**config.mk**
```make
export PLATFORM = sky130hd
export DESIGN_NAME = booth_seq_5_flat
export DESIGN_NICKNAME = d
export VERILOG_FILES = /design/src/rtl/booth_seq_5_if.sv /design/src/rtl/booth_seq_5.sv /design/src/flat_wrapper.sv
export SDC_FILE = /design/constraint.sdc
export NUM_CORES = 1
export LEC_CHECK = 0
export CAP_MARGIN = 20
export CORE_ASPECT_RATIO = 0.9
export CORE_UTILIZATION = 50
export CTS_BUF_LIST = sky130_fd_sc_hd__clkbuf_8
export DETAILED_ROUTE_END_ITERATION = 10
export PLACE_DENSITY = 0.71
export REMOVE_ABC_BUFFERS = 1
export SLEW_MARGIN = 25
export SYNTH_ARGS = -nofsm -noshare
export SYNTH_HDL_FRONTEND = slang
export SYNTH_SLANG_ARGS = --single-unit
```
**constraint.sdc**
```tcl
create_clock -name clk -period 5.5 [get_ports clk]
set_clock_uncertainty 0.05 [all_clocks]
set_input_delay 1.1 -clock clk [delete_from_list [all_inputs] [get_ports clk]]
set_output_delay 1.1 -clock clk [all_outputs]
set_load 0.005 [all_outputs]
```
**src/rtl/booth_seq_5_if.sv**
```systemverilog
// Operand/result bundle for the sequential radix-4 Booth multiplier.
// Valid/ready: a start pulse is taken only while busy=0 and rdy=0 (IDLE); rdy is a one-cycle product-valid pulse.
interface booth_seq_5_if;
    logic        start;
    logic [11:0] mult_a;
    logic [11:0] mult_b;
    logic        busy;
    logic        rdy;
    logic [23:0] product;
    logic [1:0]  state_dbg;

    modport master (
        output start, mult_a, mult_b,
        input  busy, rdy, product, state_dbg
    );

    modport slave (
        input  start, mult_a, mult_b,
        output busy, rdy, product, state_dbg
    );
endinterface

```
**src/rtl/booth_seq_5.sv**
```systemverilog
// Sequential 12x12 signed multiplier, one radix-4 Booth digit per cycle,
// six RUN cycles per operation followed by a single DONE cycle.
module booth_seq_5 (
    input  logic          clk,
    input  logic          rst_n,
    booth_seq_5_if.slave  bus
);
    typedef enum logic [1:0] {
        IDLE = 2'd0,
        RUN  = 2'd1,
        DONE = 2'd2
    } state_t;

    state_t      state;
    logic [11:0] a_q;
    logic [11:0] b_q;
    logic [23:0] acc;
    logic [2:0]  k;
    logic        busy_q;
    logic        rdy_q;
    logic [23:0] prod_q;

    logic [12:0] b_ext;
    logic [2:0]  trip;
    logic [23:0] a_ext;
    logic [23:0] pp;
    logic [23:0] sum;

    // b[-1] is the appended zero, so the triplet for digit k starts at bit 2k of b_ext
    always_comb begin
        b_ext = {b_q, 1'b0};
        trip  = b_ext[{k, 1'b0} +: 3];
        a_ext = {{12{a_q[11]}}, a_q};
        pp    = '0;
        case (trip)
            3'b001, 3'b010: pp = a_ext;
            3'b011:         pp = a_ext << 1;
            3'b100:         pp = -(a_ext << 1);
            3'b101, 3'b110: pp = -a_ext;
            default:        pp = '0;
        endcase
        sum = acc + (pp << {k, 1'b0});
    end

    always_ff @(posedge clk or negedge rst_n) begin
        if (!rst_n) begin
            state  <= IDLE;
            a_q    <= '0;
            b_q    <= '0;
            acc    <= '0;
            k      <= '0;
            busy_q <= 1'b0;
            rdy_q  <= 1'b0;
            prod_q <= '0;
        end else begin
            case (state)
                IDLE: begin
                    if (bus.start) begin
                        a_q    <= bus.mult_a;
                        b_q    <= bus.mult_b;
                        acc    <= '0;
                        k      <= '0;
                        busy_q <= 1'b1;
                        state  <= RUN;
                    end
                end
                RUN: begin
                    acc <= sum;
                    k   <= k + 3'd1;
                    if (k == 3'd5) begin
                        state  <= DONE;
                        busy_q <= 1'b0;
                        rdy_q  <= 1'b1;
                        prod_q <= sum;
                    end
                end
                DONE: begin
                    rdy_q <= 1'b0;
                    state <= IDLE;
                end
                default: begin
                    busy_q <= 1'b0;
                    rdy_q  <= 1'b0;
                    state  <= IDLE;
                end
            endcase
        end
    end

    assign bus.busy      = busy_q;
    assign bus.rdy       = rdy_q;
    assign bus.product   = prod_q;
    assign bus.state_dbg = state;
endmodule

```
**src/flat_wrapper.sv**
```systemverilog
// flat-port wrapper written by rule: the top's interface ports become plain ports
module booth_seq_5_flat 
  (clk, rst_n, bus_start, bus_mult_a, bus_mult_b, bus_busy, bus_rdy, bus_product, bus_state_dbg);
  booth_seq_5_if bus_i ();
  input  logic clk;
  input  logic rst_n;
  input wire logic [$bits(bus_i.start)-1:0] bus_start;
  input wire logic [$bits(bus_i.mult_a)-1:0] bus_mult_a;
  input wire logic [$bits(bus_i.mult_b)-1:0] bus_mult_b;
  output wire logic [$bits(bus_i.busy)-1:0] bus_busy;
  output wire logic [$bits(bus_i.rdy)-1:0] bus_rdy;
  output wire logic [$bits(bus_i.product)-1:0] bus_product;
  output wire logic [$bits(bus_i.state_dbg)-1:0] bus_state_dbg;
  assign bus_i.start = bus_start;
  assign bus_i.mult_a = bus_mult_a;
  assign bus_i.mult_b = bus_mult_b;
  assign bus_busy = bus_i.busy;
  assign bus_rdy = bus_i.rdy;
  assign bus_product = bus_i.product;
  assign bus_state_dbg = bus_i.state_dbg;
  booth_seq_5 u_core (.clk(clk), .rst_n(rst_n), .bus(bus_i));
endmodule
```
==> tab_implementation.tex, run 1 <==
\begin{tabular}{lr}
\hline
Metric & Value \\
\hline
\multicolumn{2}{l}{\textbf{Die}} \\
Die ar. & $\sim$0.012 mm\^{}2 \\
Die outline width & around 110 um \\
Effective utilization at floorplan & 0.514 \\
Num rows & 36 \\
Boundary pin count & 55 \\
Placeable core area & around 0.011 mm\^{}2 \\
Floorplan die height & slightly above 100 um \\
\multicolumn{2}{l}{\textbf{Synth}} \\
Number of enable-type register cells in the synthesized netlist & 0 \\
Per-instance average area after synthesis & 9.42 um\^{}2 \\
Share of the yosys chip area belonging to registers & 0.356 \\
Leading register cell type out of synthesis & sky130\_fd\_sc\_hd\_\_dfrtp\_1 \\
Largest area contributor in the synthesized netlist & sky130\_fd\_sc\_hd\_\_dfrtp\_1 \\
Number of distinct library cells after synthesis & 67 \\
Number of warnings reported in the yosys synthesis log & 0 \\
Async SR Flop Fraction & 1.00 \\
Seq cells post-synth & 79 \\
Dominant cells by area after synthesis & sky130\_fd\_sc\_hd\_\_dfrtp\_1, sky130\_fd\_sc\_hd\_\_mux2\_2, sky130\_fd\_sc\_hd\_\_ha\_1 \\
Mapped cell area & about 0.0056 mm\^{}2 \\
Top cell type's share of synthesized area & 0.356 \\
Mapped Cells & just under 600 \\
\multicolumn{2}{l}{\textbf{Setup path}} \\
Setup slack of the most critical reg-to-reg path & 320 ps \\
Family with the most delay on the worst path & compound AO/OA/AOI/OAI gates \\
Peak fanout along the critical path & 19 \\
Largest stage delay on the critical path & 550 ps \\
Worst EP required & between 5000 and 6000 ps \\
Data arrival time of the worst path & between 5000 and 6000 ps \\
Critical-path top delay cell & sky130\_fd\_sc\_hd\_\_a222oi\_1 \\
CP Cell Sequence & mux2\_2, a222oi\_1, buf\_12, nor3b\_4, buf\_12, a21oi\_1, o221ai\_1, mux2\_4, mux2\_2, mux2\_4, ha\_1, and3\_1, a221o\_1, a21oi\_2, a21boi\_0, o21ai\_0, xor2\_1, o21ai\_0 \\
Combined buffer and inverter count along the critical path & 2 \\
Path type of the worst setup path & reg -> reg \\
Category of the worst setup path launch point & flop \\
Type of element capturing the critical path & flop \\
\multicolumn{2}{l}{\textbf{GRT}} \\
Wire length of the first global-routing pass & about 23,000 um \\
Pin count of the biggest net entering global routing & 80 \\
GRT Residual Overflow & 0 \\
Antenna violations before repair & 0 \\
Total Routing Usage GR & 0.254 \\
Vias in the first global route & between 4k and 5k \\
\multicolumn{2}{l}{\textbf{STA}} \\
Fmax & 193 MHz \\
Smallest setup slack after layout & between 300 and 400 ps \\
Part of the cycle the worst path needs & 0.942 \\
Setup violators final & 0 \\
Total count of hold-check failures in the final report & 0 \\
RSZ-0062 raised after global routing & no \\
Max Transition Viols Final & 0 \\
Shortest clock period the worst path allows after layout & roughly 5200 ps \\
Worst relative slew slack & 0.515 \\
Actual transition at the worst max-transition pin & around 730 ps \\
\multicolumn{2}{l}{\textbf{Drt}} \\
Drt first-iter violations & around 210 \\
WL/cell & 17.7 um \\
Via count of the routed design & 4,748 \\
Number of vias per cell & slightly above 6 \\
Iteration count of the initial detailed-routing pass & 8 \\
Post-route DRC & 1 \\
Post-detailed-routing wire length & 13,900 um \\
Routed Antenna Nets & 0 \\
\multicolumn{2}{l}{\textbf{Clocking}} \\
CTS tree & done \\
Clock root buffer master & sky130\_fd\_sc\_hd\_\_clkbuf\_8 \\
TritonCTS Buffers & 9 \\
Level count of the clock H-tree & 3 \\
Post-CTS clock slew at the launch and capture registers of the worst setup and hold paths & approximately 90 ps \\
Sinks on the clock net & 79 \\
Skew-Pair Late Insertion Delay & 380 ps \\
CTS max path bufs & 2 \\
\multicolumn{2}{l}{\textbf{Layout}} \\
Fraction of layout instances using a drive strength above 1 & 0.152 \\
Most frequent standard cell in the layout excluding fill and tap cells & sky130\_fd\_sc\_hd\_\_dfrtp\_1 \\
Final net count & between 600 and 700 \\
Fillers & 948 \\
Area added between synthesis and finish & 17.8\% \\
Commonest non-fill, non-tap cells in the layout & sky130\_fd\_sc\_hd\_\_dfrtp\_1, sky130\_fd\_sc\_hd\_\_nand2\_1, sky130\_fd\_sc\_hd\_\_clkdlybuf4s50\_1 \\
Ant. Diodes & 0 \\
\multicolumn{2}{l}{\textbf{Place}} \\
Worst setup timing slack at the placement stage & -10.3 ps \\
IO Port Bufs & 54 \\
Global placement routability congestion & around 0.9 \\
Half-perimeter wire length of the detailed placement result & just under 10,000 um \\
\multicolumn{2}{l}{\textbf{Outcome}} \\
Violated checks & design-rule violations \\
Outcome & complete, but fails checks \\
\multicolumn{2}{l}{\textbf{Run}} \\
Number of max-cap violations & 0 \\
\multicolumn{2}{l}{\textbf{Hold path}} \\
Hold WC Path Type & reg -> reg \\
\hline
\end{tabular}
-- tightest hold or removal path: stages, from the launching register on --
cell and delay (ps):
sky130_fd_sc_hd__dfrtp_1 350, sky130_fd_sc_hd__nand2_1 40, sky130_fd_sc_hd__o21ai_0 60
-- worst paths after layout --
kind	start	endpoint	cells past startpoint
worst min-delay path	u_core.bus.product[20]	u_core.bus.product[20]	2
min in group asynchronous	rst_n	u_core.a_q[8]	1
worst max register to register	u_core.k[1]	u_core.acc[21]	18
max in group asynchronous	rst_n	u_core.k[1]	1
worst max-delay path	u_core.k[1]	u_core.acc[21]	18
worst min register to register	u_core.bus.product[20]	u_core.bus.product[20]	2
-- routing by layer --
layer | share of wire | wire (um) | vias to the layer above | track usage
li1 | - | - | 2284 | -
met1 | 0.48 | 6680 | 2294 | 0.344
met2 | 0.45 | 6230 | 156 | 0.404
met3 | 0.056 | 779 | 14 | 0.0569
met4 | 0.014 | 191 | 0 | 0.0840
met5 | 0 | 0 | - | 0
-- final cells by class --
class                      count  area, um^2  share of cell area
timing repair buffer          73         709               0.108
clock inverter                 7         119              0.0182
clock buffer                   9         124              0.0189
multi-input combinational    464        3380               0.516
tap                          133         166              0.0254
sequential                    79        1980               0.302
inverter                      18        67.6              0.0103
-- state kept, by name (all words and copies together), names as in the netlist --
| name | count |
|---|---|
| u_core.b_q | 12 |
| u_core.a_q | 12 |
| u_core.bus.state_dbg | 2 |
| u_core.bus.product | 24 |
| u_core.bus.busy | 1 |
| u_core.bus.rdy | 1 |
| u_core.k | 3 |
| u_core.acc | 24 |
-- cell usage after synthesis (7+ instances only) --
| library cell | count |
|---|---|
| sky130_fd_sc_hd__dfrtp_1 | 79 |
| sky130_fd_sc_hd__nand2_1 | 59 |
| sky130_fd_sc_hd__mux2_2 | 38 |
| sky130_fd_sc_hd__nor2_1 | 37 |
| sky130_fd_sc_hd__o21ai_0 | 37 |
| sky130_fd_sc_hd__a21oi_1 | 34 |
| sky130_fd_sc_hd__ha_1 | 26 |
| sky130_fd_sc_hd__xnor2_1 | 25 |
| sky130_fd_sc_hd__a22o_1 | 18 |
| sky130_fd_sc_hd__inv_1 | 17 |
| sky130_fd_sc_hd__clkbuf_1 | 16 |
| sky130_fd_sc_hd__nand3_1 | 15 |
| sky130_fd_sc_hd__mux2i_1 | 13 |
| sky130_fd_sc_hd__a211oi_1 | 12 |
| sky130_fd_sc_hd__nor3_1 | 12 |
| sky130_fd_sc_hd__a21o_1 | 10 |
| sky130_fd_sc_hd__nor2b_1 | 10 |
| sky130_fd_sc_hd__and2_1 | 9 |
| sky130_fd_sc_hd__o21ai_1 | 8 |
| sky130_fd_sc_hd__o221ai_1 | 7 |
| sky130_fd_sc_hd__xor2_1 | 7 |
-- repair_timing --
item | CTS | global route
hold buffers | 0 | 0
setup endpoints to repair | 3 | 9
pin swaps | 0 | 2
buffers inserted | 0 | 7
gates resized for setup | 1 | 5
-- stage by stage --
| stage | cell area [um^2] | setup TNS (ps) | utilization | std cells | hold slack (ps) |
|---|---|---|---|---|---|
| after global placement | 6220 | 0 | 0.575 | 760 | 409 |
| after detailed placement | 6220 | -17.1 | 0.575 | 760 | 413 |
| after floorplan | 5410 | -8980 | - | 561 | 406 |
| after CTS | 6460 | 0 | 0.598 | 776 | 434 |
| final | 6550 | 0 | 0.605 | 783 | 431 |
| after global routing | 6550 | 0 | 0.605 | 783 | 461 |
-- kinds of logic (layout without fill, tap and decap cells) --
kind of cell | count (synthesis) | after routing | share of synthesized area
compound gates | 170 | 170 | 0.210
xor+xnor | 32 | 32 | 0.0504
fa+ha+maj | 27 | 27 | 0.0621
buf+inv | 47 | 107 | 0.0394
flops | 79 | 79 | 0.356
mux | 61 | 61 | 0.129
simple gates | 174 | 174 | 0.153
Power of run 1 is not shown: default switching activity piles up to over one toggle a cycle in this logic, so the estimate is an artifact.
==> run 2, diff against run 1 <==
CTS_CLUSTER_SIZE = 8   (was unset)
==> results of run 2 <==
Final layout, timing and power as in run 1 (identical DEF).
Power of run 2 is left out for the same reason.
==> run 3, diff against run 2 <==
CORE_UTILIZATION = 60   (was 50)
PLACE_DENSITY = 0.83   (was 0.71)
==> tab_implementation.tex, run 3 (synthesis gave the netlist of run 1 again) <==
\begin{tabular}{lr}
\hline
Metric & Value \\
\hline
\multicolumn{2}{l}{\textbf{Setup path}} \\
Path type of the worst setup path & reg -> reg (unchanged) \\
Data arrival time of the worst path & 5450 ps (was 5380 ps) \\
Type of element capturing the critical path & flop (unchanged) \\
Combined buffer and inverter count along the critical path & 2 (unchanged) \\
Peak fanout along the critical path & 20 (was 19) \\
Family with the most delay on the worst path & compound AO/OA/AOI/OAI gates (unchanged) \\
Worst EP required & 5710 ps (was 5690 ps) \\
Cell type with the highest occurrence count on the critical path & sky130\_fd\_sc\_hd\_\_mux2\_2 \\
Largest stage delay on the critical path & 550 ps (about the same) \\
Category of the worst setup path launch point & flop (unchanged) \\
Critical-path top delay cell & sky130\_fd\_sc\_hd\_\_dfrtp\_2 (was sky130\_fd\_sc\_hd\_\_a222oi\_1) \\
CP Cell Sequence & mux2\_2, a222oi\_1, buf\_4, nor3b\_2, buf\_4, a221oi\_1, o21ai\_1, mux2i\_1, mux2\_2, o22ai\_1, ha\_1, a21o\_1, a211oi\_1, o21ai\_0, nand2\_1, o31a\_1, nand2\_1, xor2\_1, mux2\_2 (was mux2\_2, a222oi\_1, buf\_12, nor3b\_4, buf\_12, a21oi\_1, o221ai\_1, mux2\_4, mux2\_2, mux2\_4, ha\_1, and3\_1, a221o\_1, a21oi\_2, a21boi\_0, o21ai\_0, xor2\_1, o21ai\_0) \\
\multicolumn{2}{l}{\textbf{Clocking}} \\
CTS tree & done (unchanged) \\
TritonCTS Buffers & 9 (unchanged) \\
Skew-Pair Late Insertion Delay & 380 ps (about the same) \\
CTS max path bufs & 2 (unchanged) \\
Level count of the clock H-tree & 3 (unchanged) \\
Sinks on the clock net & 79 (unchanged) \\
Clock root buffer master & sky130\_fd\_sc\_hd\_\_clkbuf\_8 (unchanged) \\
CTS Hold Buffers Added & 0 (unchanged) \\
Post-CTS clock slew at the launch and capture registers of the worst setup and hold paths & 100 ps (was 90 ps) \\
\multicolumn{2}{l}{\textbf{Die}} \\
Die ar. & 0.00965 mm\^{}2 (was 0.0115 mm\^{}2) \\
Effective utilization at floorplan & 0.634 (was 0.514) \\
Die outline width & 103 um (was 113 um) \\
Floorplan die height & 93.3 um (was 102 um) \\
Num rows & 32 (was 36) \\
Boundary pin count & 55 (unchanged) \\
Placeable core area & 0.00877 mm\^{}2 (was 0.0108 mm\^{}2) \\
\multicolumn{2}{l}{\textbf{Drt}} \\
Routed Antenna Nets & 0 (unchanged) \\
Post-detailed-routing wire length & 13,800 um (was 13,900 um) \\
Drt first-iter violations & 344 (was 214) \\
Post-route DRC & 0 (was 1) \\
Iteration count of the initial detailed-routing pass & 5 (was 8) \\
Via count of the routed design & 4,794 (was 4,748) \\
WL/cell & 18.0 um (was 17.7 um) \\
Number of vias per cell & 6.27 (was 6.06) \\
\multicolumn{2}{l}{\textbf{GRT}} \\
GRT Residual Overflow & 0 (unchanged) \\
Pin count of the biggest net entering global routing & 80 (unchanged) \\
Wire length of the first global-routing pass & 23,300 um (was 22,800 um) \\
Total Routing Usage GR & 0.313 (was 0.254) \\
Antenna violations before repair & 0 (unchanged) \\
Vias in the first global route & 4,749 (was 4,559) \\
\multicolumn{2}{l}{\textbf{Layout}} \\
Commonest non-fill, non-tap cells in the layout & sky130\_fd\_sc\_hd\_\_dfrtp\_1, sky130\_fd\_sc\_hd\_\_nand2\_1, sky130\_fd\_sc\_hd\_\_clkdlybuf4s50\_1 (unchanged) \\
Most frequent standard cell in the layout excluding fill and tap cells & sky130\_fd\_sc\_hd\_\_dfrtp\_1 (unchanged) \\
Final net count & 695 (was 699) \\
Ant. Diodes & 0 (unchanged) \\
Area added between synthesis and finish & 15.6\% (was 17.8\%) \\
Fraction of layout instances using a drive strength above 1 & 0.142 (was 0.152) \\
\multicolumn{2}{l}{\textbf{STA}} \\
Setup violators final & 0 (unchanged) \\
RSZ-0062 raised after global routing & no (unchanged) \\
Part of the cycle the worst path needs & 0.953 (was 0.942) \\
Max Transition Viols Final & 0 (unchanged) \\
Actual transition at the worst max-transition pin & 707 ps (was 728 ps) \\
Smallest setup slack after layout & 261 ps (was 318 ps) \\
Total count of hold-check failures in the final report & 0 (unchanged) \\
Shortest clock period the worst path allows after layout & 5240 ps (was 5180 ps) \\
Fmax & 191 MHz (was 193 MHz) \\
Worst relative slew slack & 0.529 (was 0.515) \\
\multicolumn{2}{l}{\textbf{Place}} \\
IO Port Bufs & 54 (unchanged) \\
Half-perimeter wire length of the detailed placement result & 9890 um (was 9870 um) \\
Global placement routability congestion & 0.907 (was 0.900) \\
Worst setup timing slack at the placement stage & 90.7 ps (was -10.3 ps) \\
\multicolumn{2}{l}{\textbf{Outcome}} \\
Outcome & completed (was complete, but fails checks) \\
\multicolumn{2}{l}{\textbf{Run}} \\
Number of max-cap violations & 0 (unchanged) \\
\multicolumn{2}{l}{\textbf{Hold path}} \\
Hold WC Path Type & reg -> reg (unchanged) \\
\hline
\end{tabular}
## run 3: metal layers
layer	share of wire	global-route usage
met1	0.47	0.435
met2	0.44	0.476
met3	0.065	0.0717
met4	0.024	0.110
met5	0	0
## run 3: timing repair
action,4_1_cts,5_1_grt
setup endpoints to repair,0,19
setup buffers,0,2
gates resized for setup,0,3
## run 3: cell type report
cell class / count / area, um^2
Multi-Input combinational cell: 465 / 3380
Fill cell: 642 / 2340
Sequential cell: 79 / 1980
Timing Repair Buffer: 68 / 647
Tap cell: 119 / 149
Clock buffer: 9 / 124
Clock inverter: 7 / 75.1
Inverter: 18 / 67.6
## run 3: tightest hold or removal path: cells and delay by family, from the launching register on
family,cells,cell delay (ps)
flops,1,350
simple gates,2,110
## run 3: worst paths after layout
| path | start | cells after the start | endpoint | slack, ps |
|---|---|---|---|---|
| worst max-delay path | u_core.k[1] | 19 | u_core.bus.product[18] | 260 |
| worst min-delay path | u_core.bus.product[15] | 2 | u_core.bus.product[15] | 440 |
| worst max register to register | u_core.k[1] | 19 | u_core.bus.product[18] | 260 |
| worst min register to register | u_core.bus.product[15] | 2 | u_core.bus.product[15] | 440 |
| max in group asynchronous | rst_n | 1 | u_core.k[0] | 4190 |
| min in group asynchronous | rst_n | 1 | u_core.a_q[2] | 700 |
## run 3: stage by stage
| step | TNS, ps | area, um^2 | utilization | hold slack, ps | instances |
|---|---|---|---|---|---|
| final | 0 | 6420 | 0.733 | 442 | 765 |
| after detailed placement | 0 | 6190 | 0.706 | 424 | 746 |
| after floorplan | -8980 | 5410 | - | 406 | 561 |
| after CTS | 0 | 6390 | 0.728 | 451 | 762 |
| after global routing | 0 | 6420 | 0.733 | 474 | 765 |
| after global placement | 0 | 6190 | 0.706 | 409 | 746 |
Power of run 3 is left out for the same reason.
